`src/rtl/core_pkg.sv`:
```
// Shared decode definitions: op classes, RV32I opcodes, micro-op layout and decode FSM states.
package core_pkg;

  typedef enum logic [2:0] {
    CLS_ALU    = 3'd0,
    CLS_BRANCH = 3'd1,
    CLS_JAL    = 3'd2,
    CLS_JALR   = 3'd3,
    CLS_LOAD   = 3'd4,
    CLS_STORE  = 3'd5,
    CLS_LUI    = 3'd6,
    CLS_AUIPC  = 3'd7
  } op_cls_t;

  localparam logic [6:0] OPC_LUI      = 7'b0110111;
  localparam logic [6:0] OPC_AUIPC    = 7'b0010111;
  localparam logic [6:0] OPC_JAL      = 7'b1101111;
  localparam logic [6:0] OPC_JALR     = 7'b1100111;
  localparam logic [6:0] OPC_BRANCH   = 7'b1100011;
  localparam logic [6:0] OPC_LOAD     = 7'b0000011;
  localparam logic [6:0] OPC_STORE    = 7'b0100011;
  localparam logic [6:0] OPC_OP_IMM   = 7'b0010011;
  localparam logic [6:0] OPC_OP       = 7'b0110011;
  localparam logic [6:0] OPC_MISC_MEM = 7'b0001111;
  localparam logic [6:0] OPC_SYSTEM   = 7'b1110011;

  localparam logic [31:0] WFI_INS = 32'h10500073;

  typedef struct packed {
    op_cls_t     cls;
    logic [3:0]  fn;
    logic [4:0]  rs1;
    logic [4:0]  rs2;
    logic [4:0]  rd;
    logic        rd_we;
    logic        src2_imm;
    logic [31:0] imm;
    logic        ill;
  } uop_t;

  typedef enum logic [1:0] {
    ST_IDLE     = 2'd0,
    ST_RUN      = 2'd1,
    ST_WFI_HOLD = 2'd2,
    ST_HALT     = 2'd3
  } idu_state_t;

endpackage

```
`src/rtl/idu_if.sv`:
```
// Fetch->decode and decode->ALU handshake bundles; master is the producing side.
interface ifu_idu_if;
  logic        ifu_idu_vld;
  logic [31:0] ifu_idu_ins;
  logic [31:0] ifu_idu_pc;
  logic        idu_ifu_rdy;
  logic        idu_ifu_wfi;

  modport master (output ifu_idu_vld, ifu_idu_ins, ifu_idu_pc,
                  input  idu_ifu_rdy, idu_ifu_wfi);
  modport slave  (input  ifu_idu_vld, ifu_idu_ins, ifu_idu_pc,
                  output idu_ifu_rdy, idu_ifu_wfi);
endinterface

interface idu_alu_if;
  logic        idu_alu_vld;
  logic [2:0]  idu_alu_cls;
  logic [3:0]  idu_alu_fn;
  logic [4:0]  idu_alu_rs1;
  logic [4:0]  idu_alu_rs2;
  logic [4:0]  idu_alu_rd;
  logic        idu_alu_rd_we;
  logic        idu_alu_src2_imm;
  logic [31:0] idu_alu_imm;
  logic [31:0] idu_alu_pc;
  logic        idu_alu_ill;
  logic        alu_idu_rdy;
  logic        alu_ifu_br_vld;

  modport master (output idu_alu_vld, idu_alu_cls, idu_alu_fn, idu_alu_rs1, idu_alu_rs2,
                         idu_alu_rd, idu_alu_rd_we, idu_alu_src2_imm, idu_alu_imm,
                         idu_alu_pc, idu_alu_ill,
                  input  alu_idu_rdy, alu_ifu_br_vld);
  modport slave  (input  idu_alu_vld, idu_alu_cls, idu_alu_fn, idu_alu_rs1, idu_alu_rs2,
                         idu_alu_rd, idu_alu_rd_we, idu_alu_src2_imm, idu_alu_imm,
                         idu_alu_pc, idu_alu_ill,
                  output alu_idu_rdy, alu_ifu_br_vld);
endinterface

```
`src/rtl/idu_dec.sv`:
```
// Combinational RV32I decode of one instruction word into a micro-op.
module idu_dec
  import core_pkg::*;
(
  input  logic [31:0] ins_i,
  output uop_t        uop_o,
  output logic        is_wfi_o
);

  logic [6:0]  opc;
  logic [2:0]  f3;
  logic        wr;
  logic [31:0] imm_i, imm_s, imm_b, imm_u, imm_j;

  assign opc   = ins_i[6:0];
  assign f3    = ins_i[14:12];
  assign imm_i = {{20{ins_i[31]}}, ins_i[31:20]};
  assign imm_s = {{20{ins_i[31]}}, ins_i[31:25], ins_i[11:7]};
  assign imm_b = {{19{ins_i[31]}}, ins_i[31], ins_i[7], ins_i[30:25], ins_i[11:8], 1'b0};
  assign imm_u = {ins_i[31:12], 12'b0};
  assign imm_j = {{11{ins_i[31]}}, ins_i[31], ins_i[19:12], ins_i[20], ins_i[30:21], 1'b0};
  assign is_wfi_o = (ins_i == WFI_INS);

  always_comb begin
    uop_o          = '0;
    uop_o.cls      = CLS_ALU;
    uop_o.fn       = {1'b0, f3};
    uop_o.rs1      = ins_i[19:15];
    uop_o.rs2      = ins_i[24:20];
    uop_o.rd       = ins_i[11:7];
    wr             = 1'b0;
    case (opc)
      OPC_LUI:    begin uop_o.cls = CLS_LUI;    uop_o.imm = imm_u; uop_o.src2_imm = 1'b1; wr = 1'b1; end
      OPC_AUIPC:  begin uop_o.cls = CLS_AUIPC;  uop_o.imm = imm_u; uop_o.src2_imm = 1'b1; wr = 1'b1; end
      OPC_JAL:    begin uop_o.cls = CLS_JAL;    uop_o.imm = imm_j; uop_o.src2_imm = 1'b1; wr = 1'b1; end
      OPC_JALR:   begin uop_o.cls = CLS_JALR;   uop_o.imm = imm_i; uop_o.src2_imm = 1'b1; wr = 1'b1; end
      OPC_BRANCH: begin uop_o.cls = CLS_BRANCH; uop_o.imm = imm_b; end
      OPC_LOAD:   begin uop_o.cls = CLS_LOAD;   uop_o.imm = imm_i; uop_o.src2_imm = 1'b1; wr = 1'b1; end
      OPC_STORE:  begin uop_o.cls = CLS_STORE;  uop_o.imm = imm_s; uop_o.src2_imm = 1'b1; end
      OPC_OP_IMM: begin
        // only the right-shift encoding carries funct7[5] (SRAI vs SRLI)
        uop_o.fn       = {(f3 == 3'b101) & ins_i[30], f3};
        uop_o.imm      = imm_i;
        uop_o.src2_imm = 1'b1;
        wr             = 1'b1;
      end
      OPC_OP:       begin uop_o.fn = {ins_i[30], f3}; wr = 1'b1; end
      OPC_MISC_MEM: ;
      OPC_SYSTEM:   uop_o.ill = ~is_wfi_o;
      default:      uop_o.ill = 1'b1;
    endcase
    uop_o.rd_we = wr & (uop_o.rd != 5'd0) & ~uop_o.ill;
  end

endmodule

```
`src/rtl/idu.sv`:
```
// Instruction decode unit: fetch handshake, registered micro-op, flush and WFI halt/restart.
//   state    | meaning
//   IDLE     | after reset, waiting for start_vld
//   RUN      | accepting and issuing instructions
//   WFI_HOLD | WFI accepted, waiting for ALU to drain or a redirect
//   HALT     | fetch stopped (wfi=1), waiting for start_vld
module idu
  import core_pkg::*;
(
  input  logic       clk,
  input  logic       rst,
  input  logic       start_vld,
  ifu_idu_if.slave   ifu,
  idu_alu_if.master  alu
);

  idu_state_t state_q, state_d;
  uop_t       dec_uop, uop_q, uop_d;
  logic [31:0] pc_q, pc_d;
  logic       dec_wfi, vld_q, vld_d, wfi_q, wfi_d, rdy, accept;

  idu_dec u_dec (.ins_i(ifu.ifu_idu_ins), .uop_o(dec_uop), .is_wfi_o(dec_wfi));

  assign rdy    = (state_q == ST_RUN) & ~alu.alu_ifu_br_vld & (~vld_q | alu.alu_idu_rdy);
  assign accept = ifu.ifu_idu_vld & rdy;

  always_ff @(posedge clk) begin
    if (rst) state_q <= ST_IDLE;
    else     state_q <= state_d;
  end

  always_comb begin
    state_d = state_q;
    case (state_q)
      ST_IDLE:     if (start_vld) state_d = ST_RUN;
      ST_RUN:      if (accept && dec_wfi) state_d = ST_WFI_HOLD;
      ST_WFI_HOLD: begin
        if (alu.alu_ifu_br_vld)   state_d = ST_RUN;
        else if (alu.alu_idu_rdy) state_d = ST_HALT;
      end
      ST_HALT:     if (start_vld) state_d = ST_RUN;
      default:     state_d = ST_IDLE;
    endcase
  end

  always_comb begin
    vld_d = vld_q;
    uop_d = uop_q;
    pc_d  = pc_q;
    wfi_d = (state_d == ST_HALT);
    if (alu.alu_ifu_br_vld) begin
      vld_d = 1'b0;
    end else if (accept && !dec_wfi) begin
      vld_d = 1'b1;
      uop_d = dec_uop;
      pc_d  = ifu.ifu_idu_pc;
    end else if (alu.alu_idu_rdy) begin
      vld_d = 1'b0;
    end
  end

  always_ff @(posedge clk) begin
    if (rst) begin
      vld_q <= 1'b0;
      uop_q <= '0;
      pc_q  <= '0;
      wfi_q <= 1'b0;
    end else begin
      vld_q <= vld_d;
      uop_q <= uop_d;
      pc_q  <= pc_d;
      wfi_q <= wfi_d;
    end
  end

  assign ifu.idu_ifu_rdy      = rdy;
  assign ifu.idu_ifu_wfi      = wfi_q;
  assign alu.idu_alu_vld      = vld_q;
  assign alu.idu_alu_cls      = uop_q.cls;
  assign alu.idu_alu_fn       = uop_q.fn;
  assign alu.idu_alu_rs1      = uop_q.rs1;
  assign alu.idu_alu_rs2      = uop_q.rs2;
  assign alu.idu_alu_rd       = uop_q.rd;
  assign alu.idu_alu_rd_we    = uop_q.rd_we;
  assign alu.idu_alu_src2_imm = uop_q.src2_imm;
  assign alu.idu_alu_imm      = uop_q.imm;
  assign alu.idu_alu_pc       = pc_q;
  assign alu.idu_alu_ill      = uop_q.ill;

endmodule
```
`src/flat_wrapper.sv`:
```
// flat-port wrapper written by rule: the top's interface ports become plain ports
module idu_flat import core_pkg::*;
  (clk, rst, start_vld, ifu_ifu_idu_vld, ifu_ifu_idu_ins, ifu_ifu_idu_pc, ifu_idu_ifu_rdy, ifu_idu_ifu_wfi, alu_idu_alu_vld, alu_idu_alu_cls, alu_idu_alu_fn, alu_idu_alu_rs1, alu_idu_alu_rs2, alu_idu_alu_rd, alu_idu_alu_rd_we, alu_idu_alu_src2_imm, alu_idu_alu_imm, alu_idu_alu_pc, alu_idu_alu_ill, alu_alu_idu_rdy, alu_alu_ifu_br_vld);
  ifu_idu_if ifu_i ();
  idu_alu_if alu_i ();
  input  logic clk;
  input  logic rst;
  input  logic start_vld;
  input wire logic [$bits(ifu_i.ifu_idu_vld)-1:0] ifu_ifu_idu_vld;
  input wire logic [$bits(ifu_i.ifu_idu_ins)-1:0] ifu_ifu_idu_ins;
  input wire logic [$bits(ifu_i.ifu_idu_pc)-1:0] ifu_ifu_idu_pc;
  output wire logic [$bits(ifu_i.idu_ifu_rdy)-1:0] ifu_idu_ifu_rdy;
  output wire logic [$bits(ifu_i.idu_ifu_wfi)-1:0] ifu_idu_ifu_wfi;
  output wire logic [$bits(alu_i.idu_alu_vld)-1:0] alu_idu_alu_vld;
  output wire logic [$bits(alu_i.idu_alu_cls)-1:0] alu_idu_alu_cls;
  output wire logic [$bits(alu_i.idu_alu_fn)-1:0] alu_idu_alu_fn;
  output wire logic [$bits(alu_i.idu_alu_rs1)-1:0] alu_idu_alu_rs1;
  output wire logic [$bits(alu_i.idu_alu_rs2)-1:0] alu_idu_alu_rs2;
  output wire logic [$bits(alu_i.idu_alu_rd)-1:0] alu_idu_alu_rd;
  output wire logic [$bits(alu_i.idu_alu_rd_we)-1:0] alu_idu_alu_rd_we;
  output wire logic [$bits(alu_i.idu_alu_src2_imm)-1:0] alu_idu_alu_src2_imm;
  output wire logic [$bits(alu_i.idu_alu_imm)-1:0] alu_idu_alu_imm;
  output wire logic [$bits(alu_i.idu_alu_pc)-1:0] alu_idu_alu_pc;
  output wire logic [$bits(alu_i.idu_alu_ill)-1:0] alu_idu_alu_ill;
  input wire logic [$bits(alu_i.alu_idu_rdy)-1:0] alu_alu_idu_rdy;
  input wire logic [$bits(alu_i.alu_ifu_br_vld)-1:0] alu_alu_ifu_br_vld;
  assign ifu_i.ifu_idu_vld = ifu_ifu_idu_vld;
  assign ifu_i.ifu_idu_ins = ifu_ifu_idu_ins;
  assign ifu_i.ifu_idu_pc = ifu_ifu_idu_pc;
  assign ifu_idu_ifu_rdy = ifu_i.idu_ifu_rdy;
  assign ifu_idu_ifu_wfi = ifu_i.idu_ifu_wfi;
  assign alu_idu_alu_vld = alu_i.idu_alu_vld;
  assign alu_idu_alu_cls = alu_i.idu_alu_cls;
  assign alu_idu_alu_fn = alu_i.idu_alu_fn;
  assign alu_idu_alu_rs1 = alu_i.idu_alu_rs1;
  assign alu_idu_alu_rs2 = alu_i.idu_alu_rs2;
  assign alu_idu_alu_rd = alu_i.idu_alu_rd;
  assign alu_idu_alu_rd_we = alu_i.idu_alu_rd_we;
  assign alu_idu_alu_src2_imm = alu_i.idu_alu_src2_imm;
  assign alu_idu_alu_imm = alu_i.idu_alu_imm;
  assign alu_idu_alu_pc = alu_i.idu_alu_pc;
  assign alu_idu_alu_ill = alu_i.idu_alu_ill;
  assign alu_i.alu_idu_rdy = alu_alu_idu_rdy;
  assign alu_i.alu_ifu_br_vld = alu_alu_ifu_br_vld;
  idu u_core (.clk(clk), .rst(rst), .start_vld(start_vld), .ifu(ifu_i), .alu(alu_i));
endmodule
```
`config.mk`:
```
export PLATFORM = sky130hd
export DESIGN_NAME = idu_flat
export DESIGN_NICKNAME = d
export VERILOG_FILES = /design/src/rtl/core_pkg.sv /design/src/rtl/idu_if.sv /design/src/rtl/idu_dec.sv /design/src/rtl/idu.sv /design/src/flat_wrapper.sv
export SDC_FILE = /design/constraint.sdc
export NUM_CORES = 1
export LEC_CHECK = 0
export CAP_MARGIN = 20
export CORE_ASPECT_RATIO = 0.5
export CORE_UTILIZATION = 47
export DETAILED_ROUTE_END_ITERATION = 10
export PLACE_DENSITY = 0.86
export SYNTH_ARGS = -nofsm -noshare
export SYNTH_HDL_FRONTEND = slang
export SYNTH_SLANG_ARGS = --single-unit
```
`constraint.sdc`:
```
create_clock -name clk -period 5.7 [get_ports clk]
set_clock_uncertainty 0.2 [all_clocks]
set_input_delay 1.14 -clock clk [delete_from_list [all_inputs] [get_ports clk]]
set_output_delay 1.14 -clock clk [all_outputs]
set_load 0.05 [all_outputs]
```
==> results of run 1 <==
[registers in the layout (all words and copies together) (netlist names)]
signal	flops
u_core.alu.idu_alu_pc	32
u_core.alu.idu_alu_vld	1
u_core.alu.idu_alu_cls	3
u_core.ifu.idu_ifu_wfi	1
u_core.alu.idu_alu_imm	32
u_core.alu.idu_alu_src2_imm	1
u_core.alu.idu_alu_rs1	5
u_core.alu.idu_alu_rs2	5
u_core.alu.idu_alu_rd	5
u_core.alu.idu_alu_rd_we	1
u_core.alu.idu_alu_fn	4
u_core.alu.idu_alu_ill	1
u_core.state_q	2
[cell usage after synthesis (all sizes together), types with 2 or more instances]
cell	number	area [um^2]
nand2	29	109
and2	2	12.5
o21ai	60	300
a31oi	3	18.8
nand2b	5	31.3
a22oi	5	37.5
dfxtp	93	1860
clkbuf	17	65.1
ha	3	37.5
o21a	2	16.3
a21boi	3	22.5
nand3	57	285
a211oi	8	65.1
a22o	2	17.5
a21oi	84	420
mux2i	6	60.1
nor4	5	31.3
nor4bb	2	20.0
nor3	3	26.3
inv	9	33.8
and3	5	36.3
o2bb2ai	19	166
nor2	10	40.0
buf	27	179
o211ai	3	22.5
[metal layers]
metal  global-route usage [%]  vias up  part of all wire (%)
met5                        0        -                     0
met4                     8.43        0                   1.3
met3                     5.33       18                   7.3
met2                     44.6      193                    47
met1                     35.7     1975                    44
li1                         -     2047                     -
[through the flow]
stage	setup WS, ns	power [uW]
detailed placement	1.61	1120
global route	1.55	1790
global placement	1.64	1120
finish	1.61	1720
floorplan	2.64	971
CTS	1.60	1730
[worst max path at each step]
stage                    startpoint               to  slack, ns  cells past startpoint
global placement    alu_alu_idu_rdy  ifu_idu_ifu_rdy       1.64                      4
finish              alu_alu_idu_rdy  ifu_idu_ifu_rdy       1.61                      4
global route        alu_alu_idu_rdy  ifu_idu_ifu_rdy       1.55                      4
detailed placement  alu_alu_idu_rdy  ifu_idu_ifu_rdy       1.61                      4
floorplan           alu_alu_idu_rdy  ifu_idu_ifu_rdy       2.64                      2
CTS                 alu_alu_idu_rdy  ifu_idu_ifu_rdy       1.60                      4
[layout by cell type, fill, tap and decap left out, drive strengths merged, types with 2 or more instances in the layout]
cell type      synthesis  routed
buf                   27       7
a22oi                  5       5
a31oi                  3       3
o2bb2ai               19      19
o21ai                 60      60
a211oi                 8       8
mux2i                  6       6
nor4bb                 2       2
a21oi                 84      84
nand3                 57      57
o21a                   2       2
o211ai                 3       3
nor2                  10      10
nor4                   5       5
inv                    9      12
nand2                 29      29
nand2b                 5       5
a21boi                 3       3
a22o                   2       2
nor3                   3       3
dfxtp                 93      93
clkdlybuf4s50          0     160
and3                   5       5
clkinv                 0       3
clkbuf                17       9
ha                     3       3
and2                   2       2
[worst min-delay path: cells and delay by family, from the launching register on]
kind / cells / cell delay [ns]
flip-flops: 1 / 0.31
AND/OR/NAND/NOR: 1 / 0.05
multiplexers: 1 / 0.05
[power groups by stage]
| stage | registers (uW) | logic [uW] | clock network, uW |
|---|---|---|---|
| detailed placement | 720 | 402 | 0 |
| floorplan | 821 | 150 | 0 |
| CTS | 705 | 404 | 621 |
| global placement | 718 | 398 | 0 |
| finish | 706 | 407 | 610 |
| global route | 710 | 433 | 652 |
[final cells by class]
cell class,count,area [um^2],share of cell area (%)
tap,112,140,2.35
multi-input combinational,337,1980,33.2
clock inverter,7,81.3,1.36
inverter,9,33.8,0.565
clock buffer,9,225,3.77
sequential,93,1860,31.2
timing repair buffer,167,1650,27.6
[cells by family after synthesis]
logic type	count (synthesis)	synth area share [%]
buffers and inverters	53	6.75
AOI/OAI and AO/OA	199	28.6
DFF	93	45.3
muxes	7	1.73
and+or+nand+nor	128	16.7
adders and majority gates	3	0.913
==> out/qor.csv, run 1 <==
metric,value,unit
holdWs,0.262,ns
fillCellCount,646,
synth_cells,483,
pin_count,162,
min_period,4.09,ns
setup_violations,0,
critPathLaunchType,input pin,
cts_buffers,9,
crit-reg2reg-launch,u_core.state_q[1],
min_from,u_core.alu.idu_alu_imm[10],
synth_async_sr_flop_share,0,%
maxCapViolCount,0,
post_cts_resized,0,
fin_cells,734,
seq_power_share,41.0,%
post-cts-setup-buffer-count,0,
root_buffer,clkbuf_16,
switching_power,538,uW
hold_viol_final,0,
grt_max_degree,65,
synth-edff-count,0,
finalCritPeriodShare,71.8,%
post_dp_cell_area,5670,um^2
vias,4233,
gp_congestion,0.939,
die_x,134,um
critPathTopFamily,buffers and inverters,
fin_util,72.6,%
path_common_cell,clkdlybuf4s50_1,
leakage,0.00197,uW
grt_pass1_vias,3750,
clk_pin_slew,0.07,ns
fin_nets,690,
cts_tree,yes,
comb_power_share,23.6,%
yosys_warnings,0,
p_int,1180,uW
antenna_found_initial,0,
core_area,8230,um^2
syn_area,4110,um^2
vias_per_cell,5.77,
die_h,68.2,um
ys_types,56,
holdCritPathClass,flop to flop,
hold_depth,2,
p_clk_share,35.4,%
cts_num_sinks,93,
switching_share,31.2,%
cts_max_path_buffers,2,
slew_headroom,41.7,%
insertion_delay,0.34,ns
ys_seq_elements,93,
fin_tns_setup,0,ns
grt_pass1_wl,19200,um
ctsHoldBuffers,0,
worstSetupPathType,input pin to output port,
crit_arrival,2.75,ns
antenna_left,0,
grt_overflow,0,
final_area,5970,um^2
num_rows,23,
rrSetupSlack,3.19,ns
drive_gt1_share,5.47,%
max_slew.worst_pin.slew,0.874,ns
ys_seq_area_share,45.3,%
slowest_delay,0.80,ns
grtUsageTotal,26.8,%
path_buf_inv,2,
ys.flop_type,dfxtp_1,
syn_nets,556,
max-vdd-ir-drop,166,uV
portBuffers,161,
cp.required,4.36,ns
wl,12400,um
power_density,288,nW/um^2
dieArea,9150,um^2
routedWlPerCell,16.9,um
start_util,50.0,%
hold_end,u_core.alu.idu_alu_imm[10],
drt_iter0_markers,387,
place_hpwl,8310,um
r2r-end,u_core.alu.idu_alu_imm[1],
slew_viol_final,0,
status,finished clean,
dp_cells,718,
reg2reg_depth,7,
route.detailed.drc,0,
fmax,244,MHz
end_kind,output port,
avgSynthCellArea,8.52,um^2
crit_fanout,3,
synthToLayoutAreaGrowth,45.2,%
slowest_stage,clkdlybuf4s50_1,
path_cells,clkdlybuf4s50_1 -> nand2b_1 -> and3_1 -> clkdlybuf4s50_1,
firstDrtPassIters,6,
htreeDepth,3,
n_antenna_cell,0,
rsz0062_at_grt,false,
Power figures use the tool's default switching activity.
==> run 2: changes to the inputs <==
--- a/config.mk
+++ b/config.mk
@@ -7,9 +7,9 @@
 export LEC_CHECK = 0
 export CAP_MARGIN = 20
 export CORE_ASPECT_RATIO = 0.5
-export CORE_UTILIZATION = 47
+export CORE_UTILIZATION = 44
 export DETAILED_ROUTE_END_ITERATION = 10
-export PLACE_DENSITY = 0.86
+export PLACE_DENSITY = 0.81
 export SYNTH_ARGS = -nofsm -noshare
 export SYNTH_HDL_FRONTEND = slang
 export SYNTH_SLANG_ARGS = --single-unit
==> constraint.sdc (replaced) <==
create_clock -name clk -period 3.9 [get_ports clk]
set_clock_uncertainty 0.2 [all_clocks]
set_input_delay 0.78 -clock clk [delete_from_list [all_inputs] [get_ports clk]]
set_output_delay 0.78 -clock clk [all_outputs]
set_load 0.05 [all_outputs]
==> out/qor.csv, run 2 (synthesized netlist as in run 1, its figures left out) <==
metric,value,unit,change
grtUsageTotal,25.8,%,was 26.8%
vias,4258,,was 4233
clk_pin_slew,0.06,ns,was 0.07 ns
routedWlPerCell,16.9,um,about the same
layout_commonest_cell,clkdlybuf4s50_1,,unchanged
fin_cells,746,,was 734
num_rows,24,,was 23
max_slew.worst_pin.slew,0.834,ns,was 0.874 ns
cts_max_path_buffers,2,,unchanged
max-vdd-ir-drop,236,uV,was 166 uV
fmax,296,MHz,
n_antenna_cell,0,,unchanged
core_area,8890,um^2,was 8230 um^2
cp-startpoint,alu_alu_idu_rdy,,unchanged
crit-reg2reg-launch,u_core.state_q[1],,unchanged
min_from,u_core.alu.idu_alu_cls[0],,was u_core.alu.idu_alu_imm[10]
crit_arrival,2.40,ns,was 2.75 ns
portBuffers,161,,unchanged
hold_viol_final,0,,unchanged
fin_nets,698,,was 690
drive_gt1_share,6.52,%,was 5.47%
firstDrtPassIters,11,,was 6
antenna_found_initial,0,,unchanged
maxCapViolCount,0,,unchanged
place_hpwl,8790,um,was 8310 um
status,finished with violations,,was finished clean
critPathLaunchType,input pin,,unchanged
post_dp_cell_area,5730,um^2,was 5670 um^2
cts_buffers,9,,unchanged
vias_per_cell,5.71,,was 5.77
die_h,70.4,um,was 68.2 um
switching_share,31.9,%,was 31.2%
synthToLayoutAreaGrowth,46.0,%,was 45.2%
power_density,407,nW/um^2,was 288 nW/um^2
hold_depth,2,,unchanged
wl,12600,um,was 12400 um
pin_count,162,,unchanged
insertion_delay,0.34,ns,about the same
grt_overflow,0,,unchanged
rsz0062_at_grt,false,,unchanged
grt_max_degree,51,,was 65
dp_cells,731,,was 718
p_int,1670,uW,was 1180 uW
holdCritPathClass,flop to flop,,unchanged
leakage,0.00198,uW,was 0.00197 uW
cts_num_sinks,93,,unchanged
layout_common_cells,"160 x clkdlybuf4s50_1, 93 x dfxtp_1, 84 x a21oi_1",,unchanged
crit_fanout,3,,unchanged
hold_end,u_core.alu.idu_alu_cls[0],,was u_core.alu.idu_alu_imm[10]
slew_headroom,44.3,%,was 41.7%
min_period,3.38,ns,
setup_ws,0.524,ns,was 1.61 ns
cp.required,2.92,ns,was 4.36 ns
violations,DRC,,
finalCritPeriodShare,86.6,%,
fin_tns_setup,0,ns,unchanged
antenna_left,0,,unchanged
post-cts-setup-buffer-count,0,,unchanged
drt_iter0_markers,291,,was 387
seq_power_share,42.2,%,was 41.0%
slew_viol_final,0,,unchanged
gp_congestion,0.914,,was 0.939
post_cts_resized,0,,unchanged
die_x,139,um,was 134 um
root_buffer,clkbuf_16,,unchanged
start_util,46.3,%,was 50.0%
end_kind,output port,,unchanged
setup_violations,0,,unchanged
pre_cts_slack,0.524,ns,was 1.61 ns
grt_pass1_wl,20300,um,was 19200 um
reg2reg_depth,6,,was 7
final_area,6010,um^2,was 5970 um^2
rrSetupSlack,1.54,ns,was 3.19 ns
dieArea,9760,um^2,was 9150 um^2
htreeDepth,3,,unchanged
ctsHoldBuffers,0,,unchanged
worstSetupPathType,input pin to output port,,unchanged
route.detailed.drc,10,,was 0
cts_tree,yes,,unchanged
grt_pass1_vias,3923,,was 3750
p_clk_share,33.3,%,was 35.4%
comb_power_share,24.6,%,was 23.6%
r2r-end,u_core.alu.idu_alu_rd_we,,was u_core.alu.idu_alu_imm[1]
switching_power,781,uW,was 538 uW
## run 2: worst max-delay path by stage
| stage | slack, ns | end | cells after the start |
|---|---|---|---|
| 2_1_floorplan | 1.43 | u_core.ifu.idu_ifu_wfi | 7 |
| 3_3_place_gp | 0.52 | u_core.alu.idu_alu_rd_we | 6 |
| 3_5_place_dp | 0.52 | ifu_idu_ifu_rdy | 4 |
| 4_1_cts | 0.52 | ifu_idu_ifu_rdy | 4 |
| 5_1_grt | 0.44 | ifu_idu_ifu_rdy | 4 |
| 6_report | 0.52 | ifu_idu_ifu_rdy | 4 |
## run 2: per-stage QoR
| step | hold WS, ns | power (uW) | util (%) |
|---|---|---|---|
| CTS | 0.260 | 2460 | 67.6 |
| global placement | 0.248 | 1640 | 64.5 |
| finish | 0.255 | 2450 | 67.6 |
| global route | 0.283 | 2550 | 67.6 |
| detailed placement | 0.248 | 1650 | 64.5 |
| floorplan | 0.328 | 1420 | - |
## run 2: metal layers
layer / GRT usage [%] / vias up / part of all wire [%]
met2: 41.8 / 164 / 47
met1: 35.0 / 2019 / 46
met4: 7.16 / 0 / 1.1
met3: 5.56 / 16 / 6.7
li1: - / 2059 / -
met5: 0 / - / 0
## run 2: power groups by stage
stage	Sequential, uW	Combinational (uW)	Clock [uW]
6_report	1030	601	814
5_1_grt	1040	637	871
4_1_cts	1030	600	827
3_5_place_dp	1050	597	0
3_3_place_gp	1050	591	0
2_1_floorplan	1200	220	0
## run 2: worst max-delay path: stages
cell and delay, ns:
clkdlybuf4s50_1 0.49, nand2b_1 0.15, and3_1 0.18, clkdlybuf4s50_1 0.80
## run 2: area by class of cell
class,count,area [um^2]
Fill cell,746,2880
Tap cell,117,146
Multi-Input combinational cell,337,1980
Clock inverter,6,48.8
Timing Repair Buffer,175,1710
Sequential cell,93,1860
Clock buffer,9,225
Inverter,9,33.8
